$ cat src/rtl/clock_pkg.sv
// Shared types and default timing constants for the 24-hour clock controller.
package clock_pkg;

   typedef enum logic [1:0] {NORMAL, SET_SEC, SET_MIN, SET_HOUR} set_state_t;

   localparam int unsigned REP_START_DEF   = 4;
   localparam int unsigned TIMEOUT_SEC_DEF = 30;
   localparam int unsigned TW_DEF          = 5;

endpackage

$ cat src/rtl/key_repeat.sv
// ADJUST auto-repeat: counts en_rep ticks while held, then fires on every tick.
// fire is combinational; the caller registers it into the per-field strobes.
module key_repeat #(
   parameter int unsigned REP_START = 4
) (
   input  logic clk,
   input  logic n_rst,
   input  logic clr,
   input  logic hold,
   input  logic en_rep,
   input  logic pulse,
   output logic fire
);

   localparam int unsigned RW = $clog2(REP_START + 1);

   logic [RW-1:0] rep_cnt_q, rep_cnt_d;
   logic          rep_full;

   assign rep_full = (rep_cnt_q == RW'(REP_START));

   always_comb begin
      rep_cnt_d = rep_cnt_q;
      if (clr || !hold) begin
         rep_cnt_d = '0;
      end else if (en_rep && !rep_full) begin
         rep_cnt_d = rep_cnt_q + RW'(1);
      end
   end

   // A pulse coinciding with a repeat tick still yields a single fire.
   assign fire = pulse | (hold & en_rep & rep_full & ~clr);

   always_ff @(posedge clk or negedge n_rst) begin
      if (!n_rst) begin
         rep_cnt_q <= '0;
      end else begin
         rep_cnt_q <= rep_cnt_d;
      end
   end

endmodule

$ cat src/rtl/time_set_ctrl.sv
// Time-setting controller: mode FSM, inactivity timeout, increment strobes and
// blink/run enables for the seconds/minutes/hours datapath.
module time_set_ctrl
   import clock_pkg::*;
#(
   parameter int unsigned REP_START   = REP_START_DEF,
   parameter int unsigned TIMEOUT_SEC = TIMEOUT_SEC_DEF,
   parameter int unsigned TW          = TW_DEF
) (
   input  logic clk,
   input  logic n_rst,
   input  logic en1hz,
   input  logic sig2hz,
   input  logic en_rep,
   input  logic MODE,
   input  logic SELECT,
   input  logic ADJUST,
   input  logic ADJUST_HOLD,
   output logic SECINC,
   output logic MININC,
   output logic HOURINC,
   output logic SECON,
   output logic MINON,
   output logic HOURON,
   output logic RUN,
   output logic SETTING
);

   set_state_t    state_q, state_d;
   logic [TW-1:0] to_cnt_q, to_cnt_d;
   logic          fire, rep_clr, to_expire, inc_ok, state_chg;

   // Any button activity (including a held ADJUST) cancels a pending timeout.
   assign to_expire = en1hz && (to_cnt_q == TW'(TIMEOUT_SEC - 1)) && !ADJUST && !ADJUST_HOLD;
   assign state_chg = (state_d != state_q);
   assign rep_clr   = state_chg || (state_q == NORMAL);

   always_comb begin
      state_d = state_q;
      if (MODE) begin
         state_d = (state_q == NORMAL) ? SET_SEC : NORMAL;
      end else if (SELECT) begin
         unique case (state_q)
            NORMAL:   state_d = NORMAL;
            SET_SEC:  state_d = SET_MIN;
            SET_MIN:  state_d = SET_HOUR;
            SET_HOUR: state_d = SET_SEC;
         endcase
      end else if (state_q != NORMAL && to_expire) begin
         state_d = NORMAL;
      end
   end

   always_comb begin
      to_cnt_d = to_cnt_q;
      if (MODE || SELECT || ADJUST || ADJUST_HOLD || rep_clr) begin
         to_cnt_d = '0;
      end else if (en1hz) begin
         to_cnt_d = to_cnt_q + TW'(1);
      end
   end

   key_repeat #(
      .REP_START (REP_START)
   ) u_key_repeat (
      .clk    (clk),
      .n_rst  (n_rst),
      .clr    (rep_clr),
      .hold   (ADJUST_HOLD),
      .en_rep (en_rep),
      .pulse  (ADJUST),
      .fire   (fire)
   );

   // MODE/SELECT win over ADJUST; the adjust request is simply dropped.
   assign inc_ok = fire && !MODE && !SELECT && (state_q != NORMAL) && !state_chg;

   always_ff @(posedge clk or negedge n_rst) begin
      if (!n_rst) begin
         state_q  <= NORMAL;
         to_cnt_q <= '0;
         SECINC   <= 1'b0;
         MININC   <= 1'b0;
         HOURINC  <= 1'b0;
         SECON    <= 1'b1;
         MINON    <= 1'b1;
         HOURON   <= 1'b1;
         RUN      <= 1'b1;
         SETTING  <= 1'b0;
      end else begin
         state_q  <= state_d;
         to_cnt_q <= to_cnt_d;
         SECINC   <= inc_ok && (state_q == SET_SEC);
         MININC   <= inc_ok && (state_q == SET_MIN);
         HOURINC  <= inc_ok && (state_q == SET_HOUR);
         SECON    <= (state_d == SET_SEC)  ? sig2hz : 1'b1;
         MINON    <= (state_d == SET_MIN)  ? sig2hz : 1'b1;
         HOURON   <= (state_d == SET_HOUR) ? sig2hz : 1'b1;
         RUN      <= (state_d != SET_SEC);
         SETTING  <= (state_d != NORMAL);
      end
   end

endmodule

$ cat config.mk
export PLATFORM = sky130hd
export DESIGN_NAME = time_set_ctrl
export DESIGN_NICKNAME = d
export VERILOG_FILES = /design/src/rtl/clock_pkg.sv /design/src/rtl/key_repeat.sv /design/src/rtl/time_set_ctrl.sv
export SDC_FILE = /design/constraint.sdc
export NUM_CORES = 1
export LEC_CHECK = 0
export ABC_CLOCK_PERIOD_IN_PS = 2200
export CAP_MARGIN = 20
export CELL_PAD_IN_SITES_DETAIL_PLACEMENT = 1
export CELL_PAD_IN_SITES_GLOBAL_PLACEMENT = 2
export CORE_MARGIN = 1
export CORE_UTILIZATION = 34
export CTS_BUF_LIST = sky130_fd_sc_hd__clkbuf_4 sky130_fd_sc_hd__clkbuf_8
export DETAILED_ROUTE_END_ITERATION = 16
export GPL_TIMING_DRIVEN = 1
export PLACE_DENSITY_LB_ADDON = 0.05
export SYNTH_ARGS = -nofsm -noshare
export SYNTH_HDL_FRONTEND = slang
export SYNTH_SLANG_ARGS = --single-unit
export TNS_END_PERCENT = 100
$ cat constraint.sdc
create_clock -name clk -period 2.2 [get_ports clk]
set_input_delay 0.33 -clock clk [delete_from_list [all_inputs] [get_ports clk]]
set_output_delay 0.33 -clock clk [all_outputs]
set_load 0.005 [all_outputs]
==> results of run 1 <==
[area by class of cell]
cell class,instances,area share
Sequential cell,18,0.374
Multi-Input combinational cell,62,0.371
Timing Repair Buffer,23,0.175
Tap cell,30,0.0309
Clock buffer,4,0.0298
Inverter,6,0.0185
[sequential cells by signal, indices dropped and copies added, names as in the netlist]
name,flops
HOURINC,1
MININC,1
SECON,1
SETTING,1
MINON,1
state_q,2
HOURON,1
RUN,1
u_key_repeat.rep_cnt_q,3
to_cnt_q,5
SECINC,1
[how the worst max path moves through the flow]
stage / from / endpoint / slack, ns / depth (start not counted)
floorplan: state_q[0] / MINON / 0.50 / 6
global placement: MODE / MINON / 0.28 / 5
detailed placement: ADJUST_HOLD / MINON / 0.20 / 5
CTS: state_q[1] / u_key_repeat.rep_cnt_q[2] / 0.33 / 6
global route: state_q[1] / u_key_repeat.rep_cnt_q[2] / 0.20 / 6
finish: state_q[1] / u_key_repeat.rep_cnt_q[2] / 0.36 / 6
[logic make-up after synthesis]
group / count (synthesis)
AND/OR/NAND/NOR: 35
flip-flops: 18
AO/OA/AOI/OAI: 13
adder cells (fa/ha/maj): 8
buffers and inverters: 7
XOR/XNOR: 6
[through the flow]
step	hold slack [ns]	utilization	setup WS, ns
4_1_cts	0.352	0.478	0.333
3_3_place_gp	0.512	0.464	0.282
3_5_place_dp	0.547	0.464	0.199
5_1_grt	0.371	0.478	0.200
2_1_floorplan	0.0344	-	0.503
6_report	0.354	0.478	0.356
[critical path, delay by kind of cell (launching register included)]
kind	cells	cell delay, ns
AO/OA/AOI/OAI	2	0.43
adder cells (fa/ha/maj)	1	0.23
buffers and inverters	1	0.16
flip-flops	1	0.39
AND/OR/NAND/NOR	2	0.57
[power by group]
group	leakage, nW	switching [mW]	internal [mW]
Combinational	0.287	0.148	0.156
Clock	0.0210	0.103	0.101
Sequential	0.230	0.0152	0.379
Total	0.538	0.266	0.636
[layout by cell type (no fill, tap or decap), drive strengths merged]
cell type / Yosys / layout
clkdlybuf4s50: 0 / 16
dfrtp: 14 / 14
nor2: 9 / 9
ha: 8 / 8
buf: 0 / 7
inv: 6 / 6
dfstp: 4 / 4
nor3: 4 / 4
xor2: 4 / 4
clkbuf: 1 / 4
nand4: 3 / 3
and2: 3 / 3
a21oi: 3 / 3
nor2b: 3 / 3
a32oi: 2 / 2
nand2: 2 / 2
nand3b: 2 / 2
or3: 2 / 2
o21ai: 2 / 2
xnor2: 2 / 2
and3: 1 / 1
and2b: 1 / 1
nor4b: 1 / 1
a21o: 1 / 1
a41oi: 1 / 1
nor4: 1 / 1
or3b: 1 / 1
nand2b: 1 / 1
and4b: 1 / 1
o2111ai: 1 / 1
o211ai: 1 / 1
a21boi: 1 / 1
a211oi: 1 / 1
[routing by layer]
layer,vias to the layer above,global-route usage,routed length [um]
li1,361,-,-
met1,371,0.185,883
met2,9,0.283,991
met3,5,0.0528,66
met4,0,0.0556,23
met5,-,0,0
==> results.sh, run 1 <==
export IMPL_status="completed"
export IMPL_avgViaCountPerCell=5.22
export IMPL_slowest_stage="dfrtp_1"
export IMPL_synth_top_area_frac=0.375
export IMPL_synth_compound_area_frac=0.0965
export IMPL_port_buffers=16
export IMPL_firstDrtPassIters=2
export IMPL_worst_pin_slew_ns=0.435
export IMPL_drive_above_1_share=0.159
export IMPL_final_area_mm2=0.00122
export IMPL_drc=0
export IMPL_ant_nets=0
export IMPL_nFillCells=294
export IMPL_cts_tree="yes"
export IMPL_synth_adder_area_share=0.107
export IMPL_ios=17
export IMPL_p_leak_nw=0.538
export IMPL_rows=18
export IMPL_r2r_end="u_key_repeat.rep_cnt_q[2]"
export IMPL_drv_slew=0
export IMPL_cts_resized=0
export IMPL_seqCellArea_um2=455
export IMPL_start_util=0.367
export IMPL_cts_buffers=3
export IMPL_yosys_cell_count_top_type="dfrtp_1"
export IMPL_gp_congestion=0.769
export IMPL_netlist_instances=87
export IMPL_tns_ns=0
export IMPL_wirelength_um=1960
export IMPL_synth_top_family_by_area="simple AND/OR/NAND/NOR gates"
export IMPL_cap_violations=0
export IMPL_crit_chain="buf_4 > ha_1 > or3_1 > a32oi_1 > o2111ai_1 > nor3_1"
export IMPL_final_nets=131
export IMPL_grt_pass1_wl_um=3320
export IMPL_synth_main_ff_cell="dfrtp_1"
export IMPL_core_area_mm2=0.00254
export IMPL_end_kind="flop"
export IMPL_grt_use_total=0.162
export IMPL_final_setup_skew_ns=0.00113
export IMPL_antenna_found_initial=0
export IMPL_yosys_top_cells_area="dfrtp_1 (38%), dfstp_2 (11%), ha_1 (11%)"
export IMPL_synth_nets=104
export IMPL_required_ns=2.42
export IMPL_path_max_fanout=6
export IMPL_synth_edff_count=0
export IMPL_dpl_cell_area_mm2=0.00118
export IMPL_finalCriticalPeriod_ns=1.84
export IMPL_ir_drop_mv=0.431
export IMPL_first_global_vias=796
export IMPL_crit_type="flop to flop"
export IMPL_timing_final_crit_share=0.838
export IMPL_syn_area_um2=933
export IMPL_synth_cell_type_count=32
export IMPL_p_per_area_mw_per_mm2=741
export IMPL_synthArstFlopShare=1.00
export IMPL_dieArea_mm2=0.00296
export IMPL_crit_path_start_kind="flop"
export IMPL_wire_per_inst_um=13.7
export IMPL_synth_simple_area_share=0.224
export IMPL_finalHoldViolations=0
export IMPL_ys_ff_latch=18
export IMPL_seq_area_frac_synth=0.488
export IMPL_timing_rr_start="state_q[1]"
export IMPL_drt_first_iter_violations=4
export IMPL_synth_top_cell_by_area="dfrtp_1"
export IMPL_die_y_um=54.4
export IMPL_grt_overflow_total=0
export IMPL_vias=746
export IMPL_die_x_um=54.4
export IMPL_total_power_uw=901
export IMPL_cts_sinks=18
export IMPL_syn_area_per_cell_um2=10.7
export IMPL_rr_worst_depth=6
export IMPL_final_instance_count_excl_fill=143
export IMPL_rsz0062_at_grt="false"
export IMPL_hold_path_class="input pin to async pin"
export IMPL_max_freq_ghz=0.542
export IMPL_synthMuxAreaShare=0
export IMPL_slew_headroom=0.707
export IMPL_clk_latency_ns=0.29
export IMPL_diodes=0
export IMPL_postCtsSetupRepairBufs=0
export IMPL_grt_start_max_net_pins=19
export IMPL_multiInputGateArea_um2=452
export IMPL_ctsHtreeMaxLevel=1
export IMPL_synth_xor_xnor_area_share=0.0563
export IMPL_cts_hold_fix_buffers=0
export IMPL_ctsRootBufferMaster="clkbuf_4"
export IMPL_clk_pin_slew_ns=0.10
export IMPL_clockBufferDepth=2
export IMPL_placed_cells=139
export IMPL_cpPeakStageDelay_ns=0.39
export IMPL_hpwl_um=1570
export IMPL_cp_arrival_ns=2.06
export IMPL_r2r_slack_ns=0.36
export IMPL_setup_viol=0
export IMPL_area_growth_pct=30.3
export IMPL_ys_warn_count=0
export IMPL_yosys_top_cells_count="dfrtp_1 (14), nor2_1 (9), ha_1 (8)"
Power figures use the tool's default switching activity.
==> run 2: changes to the inputs <==
ABC_CLOCK_PERIOD_IN_PS = 1600   (was 2200)
CORE_UTILIZATION = 30   (was 34)
clock period = 1.6 ns   (was 2.2 ns; I/O delays follow)
==> run 2 against run 1 <==
Net effect:
- the run now ends with DRC, setup timing left
- register-to-register slack worse by 0.41 ns
- die area is 13% higher
- clock skew is 0.0078 ns higher
- final area is 22% higher
- critical path type unchanged
- critical endpoint is now HOURON
- largest cell class is now multi-input combinational cells
- largest power group is now combinational logic
- highest routed layer unchanged
==> results.sh, run 2 (synthesis results as in run 1) <==
export IMPL_p_leak_nw=0.643
export IMPL_port_buffers=16
export IMPL_cp_common_cell="buf_4"
export IMPL_regMostFlops="to_cnt_q"
export IMPL_antenna_found_initial=0
export IMPL_rsz0062_at_grt="true"
export IMPL_die_y_um=57.8
export IMPL_clk_pin_slew_ns=0.10
export IMPL_cts_sinks=18
export IMPL_finalCriticalPeriod_ns=1.66
export IMPL_crit_chain="inv_4 > buf_4 > buf_4 > buf_4 > nor3_2 > a21o_1 > or3b_1"
export IMPL_placed_cells=154
export IMPL_clockBufferDepth=2
export IMPL_firstDrtPassIters=9
export IMPL_dp_slack_ns=-0.222
export IMPL_drv_slew=0
export IMPL_setup_viol=4
export IMPL_drc=1
export IMPL_end_kind="flop"
export IMPL_final_nets=151
export IMPL_die_x_um=57.8
export IMPL_grt_start_max_net_pins=19
export IMPL_slowest_stage="dfrtp_2"
export IMPL_layout_commonest_cell="buf_4"
export IMPL_clk_latency_ns=0.29
export IMPL_cts_buffers=3
export IMPL_diodes=0
export IMPL_ant_nets=0
export IMPL_worst_pin_slew_ns=0.294
export IMPL_wire_per_inst_um=14.0
export IMPL_slew_headroom=0.802
export IMPL_gp_congestion=0.852
export IMPL_finalHoldViolations=0
export IMPL_ir_drop_mv=0.616
export IMPL_path_max_fanout=4
export IMPL_cts_tree="yes"
export IMPL_first_global_vias=869
export IMPL_drive_above_1_share=0.444
export IMPL_final_setup_skew_ns=0.00894
export IMPL_timing_rr_start="state_q[0]"
export IMPL_setup_worst_path_start="state_q[0]"
export IMPL_drt_first_iter_violations=13
export IMPL_required_ns=1.81
export IMPL_grt_pass1_wl_um=4010
export IMPL_dieArea_mm2=0.00334
export IMPL_total_power_mw=1.51
export IMPL_grt_overflow_total=0
export IMPL_ctsHtreeMaxLevel=1
export IMPL_rows=19
export IMPL_crit_path_start_kind="flop"
export IMPL_start_util=0.327
export IMPL_ctsRootBufferMaster="clkbuf_4"
export IMPL_ios=17
export IMPL_wirelength_um=2300
export IMPL_setup_slack_ns=-0.0551
export IMPL_nFillCells=319
export IMPL_status="complete, but fails checks"
export IMPL_failed_checks="DRC, setup timing"
export IMPL_final_instance_count_excl_fill=164
export IMPL_tns_ns=-0.135
export IMPL_hold_path_class="input pin to async pin"
export IMPL_largest_register_ffs=5
export IMPL_cpPeakStageDelay_ns=0.45
export IMPL_grt_use_total=0.158
export IMPL_max_freq_ghz=0.604
export IMPL_layout_common_cells="buf_4 (25), clkdlybuf4s50_1 (16), dfrtp_1 (12), nor2_1 (5)"
export IMPL_cp_arrival_ns=1.87
export IMPL_reg_top3="to_cnt_q (5), u_key_repeat.rep_cnt_q (3), state_q (2)"
export IMPL_cap_violations=0
export IMPL_p_per_area_mw_per_mm2=1020
export IMPL_timing_final_crit_share=1.03
export IMPL_avgViaCountPerCell=4.96
export IMPL_area_growth_pct=59.1
export IMPL_vias=813
export IMPL_holdWs_ns=0.262
export IMPL_crit_type="flop to flop"
export IMPL_hpwl_um=1740
export IMPL_core_area_mm2=0.00285
run 2: cell types whose count changed in the layout (fill, tap and decap cells not counted), moves of 3 or more:
cell / previous run / this run
buf_4: 7 / 25
ha_1: 8 / 4
ha_4: 0 / 3
nor2_1: 9 / 5
nor2_2: 0 / 4
nor3_1: 4 / 1
run 2: stage by stage:
stage | util | instance area, um2
3_3_place_gp | 0.454 | 1300
3_5_place_dp | 0.454 | 1300
4_1_cts | 0.509 | 1450
6_report | 0.521 | 1490
5_1_grt | 0.521 | 1490
2_1_floorplan | - | 943
run 2: worst paths after layout:
| kind | cells after the start | end | slack (ns) |
|---|---|---|---|
| max | 7 | HOURON | -0.06 |
| min | 2 | u_key_repeat.rep_cnt_q[1] | 0.26 |
| max reg2reg | 7 | HOURON | -0.06 |
| min reg2reg | 2 | to_cnt_q[4] | 0.55 |
| max in group asynchronous | 2 | SECON | 1.07 |
| min in group clk | 2 | to_cnt_q[4] | 0.55 |
run 2: cell type report:
cell class,count,area [um2],area share
well taps,31,38.8,0.0261
repair buffers,43,370,0.249
multi-input cells,62,563,0.379
flip-flops and latches,18,458,0.308
inverters,6,25.0,0.0168
clock buffers,4,30.0,0.0202
run 2: worst max-delay path, delay by kind of cell, from the launching register on:
family,cells,cell delay (ns)
simple gates,2,0.52
flops,1,0.45
buf+inv,4,0.44
compound gates,1,0.18
run 2: routing by layer:
layer / routed length (um) / GRT usage / vias to the layer above / part of all wire
li1: - / - / 398 / -
met1: 1040 / 0.201 / 403 / 0.45
met2: 1190 / 0.276 / 10 / 0.52
met3: 59 / 0.0402 / 2 / 0.026
met4: 10 / 0.0306 / 0 / 0.0043
met5: 0 / 0 / - / 0
run 2: what timing repair did:
item,CTS,global route
gates cloned,0,0
hold buffers,0,0
endpoints found under the setup margin,14,17
hold endpoints to repair,0,0
gates resized for setup,18,7
pin swaps,10,9
buffers inserted,5,1
run 2: report_power, final:
group / internal [mW] / total [mW] / switching [mW]
Combinational: 0.406 / 0.692 / 0.285
Clock: 0.114 / 0.244 / 0.130
Sequential: 0.525 / 0.574 / 0.0490
==> run 3: changes to the inputs <==
ABC_AREA = 1   (was not set)
CORE_UTILIZATION = 29   (was 30)
==> run 3 against run 2 <==
Net effect:
- the run ends with setup timing left
- global-route usage shrank 0.94 points
- setup slack gained 0.0027 ns
- cell count grew 20%
- count of clock-buffer cells in the layout is the same
- sequential share of layout area shrank 0.75 points
- non-clock buffer count shrank 5
- largest power group is now registers
==> results.sh, run 3 <==
export IMPL_status="complete, but fails checks"
export IMPL_failed_checks="setup timing"
export IMPL_die_y_um=60.2
export IMPL_finalHoldViolations=0
export IMPL_worst_pin_slew_ns=0.259
export IMPL_die_x_um=60.2
export IMPL_end_kind="flop"
export IMPL_cts_hold_fix_buffers=0
export IMPL_path_max_fanout=3
export IMPL_final_setup_skew_ns=0.0124
export IMPL_ctsRootBufferMaster="clkbuf_4"
export IMPL_synthArstFlopShare=1.00
export IMPL_vias=817
export IMPL_required_ns=1.83
export IMPL_hpwl_um=1800
export IMPL_yosys_cell_count_top_type="nand2_1"
export IMPL_yosys_top_cells_area="dfrtp_1 (36%), dfstp_2 (11%), ha_1 (10%)"
export IMPL_layout_common_cells="buf_4 (18), clkdlybuf4s50_1 (16), dfrtp_1 (14), nand2_1 (14), nor2_1 (13)"
export IMPL_rows=20
export IMPL_ctsHtreeMaxLevel=1
export IMPL_syn_area_per_cell_um2=8.92
export IMPL_finalCriticalPeriod_ns=1.65
export IMPL_crit_path_start_kind="flop"
export IMPL_first_global_vias=878
export IMPL_drt_first_iter_violations=20
export IMPL_ir_drop_mv=0.422
export IMPL_cts_tree="yes"
export IMPL_drv_slew=0
export IMPL_core_area_mm2=0.00313
export IMPL_start_util=0.314
export IMPL_wire_per_inst_um=11.5
export IMPL_gp_congestion=0.782
export IMPL_slew_headroom=0.827
export IMPL_tns_ns=-0.322
export IMPL_p_per_area_mw_per_mm2=840
export IMPL_dieArea_mm2=0.00362
export IMPL_final_area_mm2=0.00151
export IMPL_grt_use_total=0.149
export IMPL_drive_above_1_share=0.428
export IMPL_ant_nets=0
export IMPL_grt_overflow_total=0
export IMPL_p_int_uw=875
export IMPL_ys_ff_latch=18
export IMPL_port_buffers=16
export IMPL_p_comb_frac=0.368
export IMPL_diodes=0
export IMPL_synth_edff_count=0
export IMPL_netlist_instances=110
export IMPL_firstDrtPassIters=4
export IMPL_grt_pass1_wl_um=3940
export IMPL_nFillCells=364
export IMPL_p_leak_nw=0.701
export IMPL_crit_type="flop to flop"
export IMPL_wirelength_um=2260
export IMPL_timing_final_crit_share=1.03
export IMPL_synth_top_cell_by_area="dfrtp_1"
export IMPL_max_freq_ghz=0.605
export IMPL_p_sw_uw=397
export IMPL_syn_area_um2=981
export IMPL_final_nets=170
export IMPL_synth_cell_type_count=22
export IMPL_cts_buffers=3
export IMPL_antenna_found_initial=0
export IMPL_drc=0
export IMPL_ios=17
export IMPL_reg_top3="to_cnt_q (5), u_key_repeat.rep_cnt_q (3), state_q (2)"
export IMPL_rsz0062_at_grt="true"
export IMPL_clockBufferDepth=2
export IMPL_ys_warn_count=0
export IMPL_cp_arrival_ns=1.88
export IMPL_area_growth_pct=54.3
export IMPL_hold_path_class="input pin to async pin"
export IMPL_dpl_cell_area_mm2=0.00135
export IMPL_setup_viol=10
export IMPL_largest_register_ffs=5
export IMPL_seqPwrFrac=0.402
export IMPL_pwr_share_clk=0.230
export IMPL_grt_start_max_net_pins=19
export IMPL_seq_area_frac_synth=0.464
export IMPL_clk_latency_ns=0.30
export IMPL_dp_slack_ns=-0.208
export IMPL_synth_main_ff_cell="dfrtp_1"
export IMPL_synth_nets=127
export IMPL_switching_share=0.312
export IMPL_layout_commonest_cell="buf_4"
export IMPL_fin_util=0.484
export IMPL_holdWs_ns=0.258
export IMPL_avgViaCountPerCell=4.17
export IMPL_setup_slack_ns=-0.0524
export IMPL_regMostFlops="to_cnt_q"
export IMPL_synth_top_area_frac=0.357
export IMPL_yosys_top_cells_count="nand2_1 (19), nor2_1 (15), dfrtp_1 (14), inv_1 (14), ha_1 (8)"
export IMPL_cts_sinks=18
export IMPL_clk_pin_slew_ns=0.12
export IMPL_cap_violations=0
-- run 3: cell types whose count changed after synthesis, moves of 3 or more --
cell | previous run | this run
inv_1 | 6 | 14
a21oi_1 | 3 | 0
nor2_1 | 9 | 15
and2_1 | 3 | 0
nand3_1 | 0 | 3
nor3_1 | 4 | 1
nand2_2 | 0 | 6
nor2_2 | 0 | 5
nand2_1 | 2 | 19
-- run 3: logic make-up after synthesis --
logic type      count (synthesis)  share of synthesized area
simple gates                   57                      0.290
buf+inv                        18                     0.0714
flops                          18                      0.464
fa+ha+maj                       8                      0.102
xor+xnor                        6                     0.0536
compound gates                  3                     0.0191
-- run 3: worst paths after layout --
path                            cells after the start                        end        start  slack, ns
worst max-delay path                               14                     SECINC   state_q[1]      -0.05
worst min-delay path                                2  u_key_repeat.rep_cnt_q[0]        n_rst       0.26
worst max register to register                     14                     SECINC   state_q[1]      -0.05
worst min register to register                      2                to_cnt_q[4]  to_cnt_q[4]       0.57
max in group asynchronous                           2                        RUN        n_rst       1.06
min in group clk                                    2                to_cnt_q[4]  to_cnt_q[4]       0.57
-- run 3: worst max-delay path: stages (launching register included) --
cell and delay, ns:
dfrtp_1 0.41, inv_2 0.08, ha_4 0.14, inv_2 0.03, nand2_1 0.05, nor2_1 0.04, nand2_1 0.10, nand2_1 0.07
nand2_2 0.10, nand2_4 0.07, nand2_4 0.10, nand3_4 0.07, nor2_4 0.12, nand2_2 0.10, nor2_1 0.09
-- run 3: power by group through the flow --
stage	registers (mW)	logic [mW]	clock network [mW]
floorplan	0.527	0.152	0
global placement	0.518	0.359	0
detailed placement	0.519	0.365	0
CTS	0.512	0.444	0.302
global route	0.516	0.517	0.322
finish	0.511	0.469	0.292
-- run 3: layout make-up --
type                       instances  area [um2]  area share
clock buffer                       4        36.3      0.0240
inverter                          18        73.8      0.0488
multi-input combinational         74         553       0.365
sequential                        18         455       0.301
tap                               44        55.1      0.0364
timing repair buffer              38         340       0.225
-- run 3: per-stage QoR --
stage               total power, mW  std cells
CTS                            1.26        196
finish                         1.27        196
detailed placement            0.885        190
global placement              0.877        190
global route                   1.35        196
floorplan                     0.679        110
-- run 3: timing repair --
action                     4_1_cts  5_1_grt
resized for setup               19       12
setup buffers                    2        0
pin swaps                       14        5
setup endpoints to repair       14       15
-- run 3: metal layers --
metal,vias up,share of wire,GRT usage
met5,-,0,0
met4,0,0.0075,0.0498
met3,2,0.020,0.0216
met2,7,0.55,0.273
met1,392,0.42,0.174
li1,416,-,-
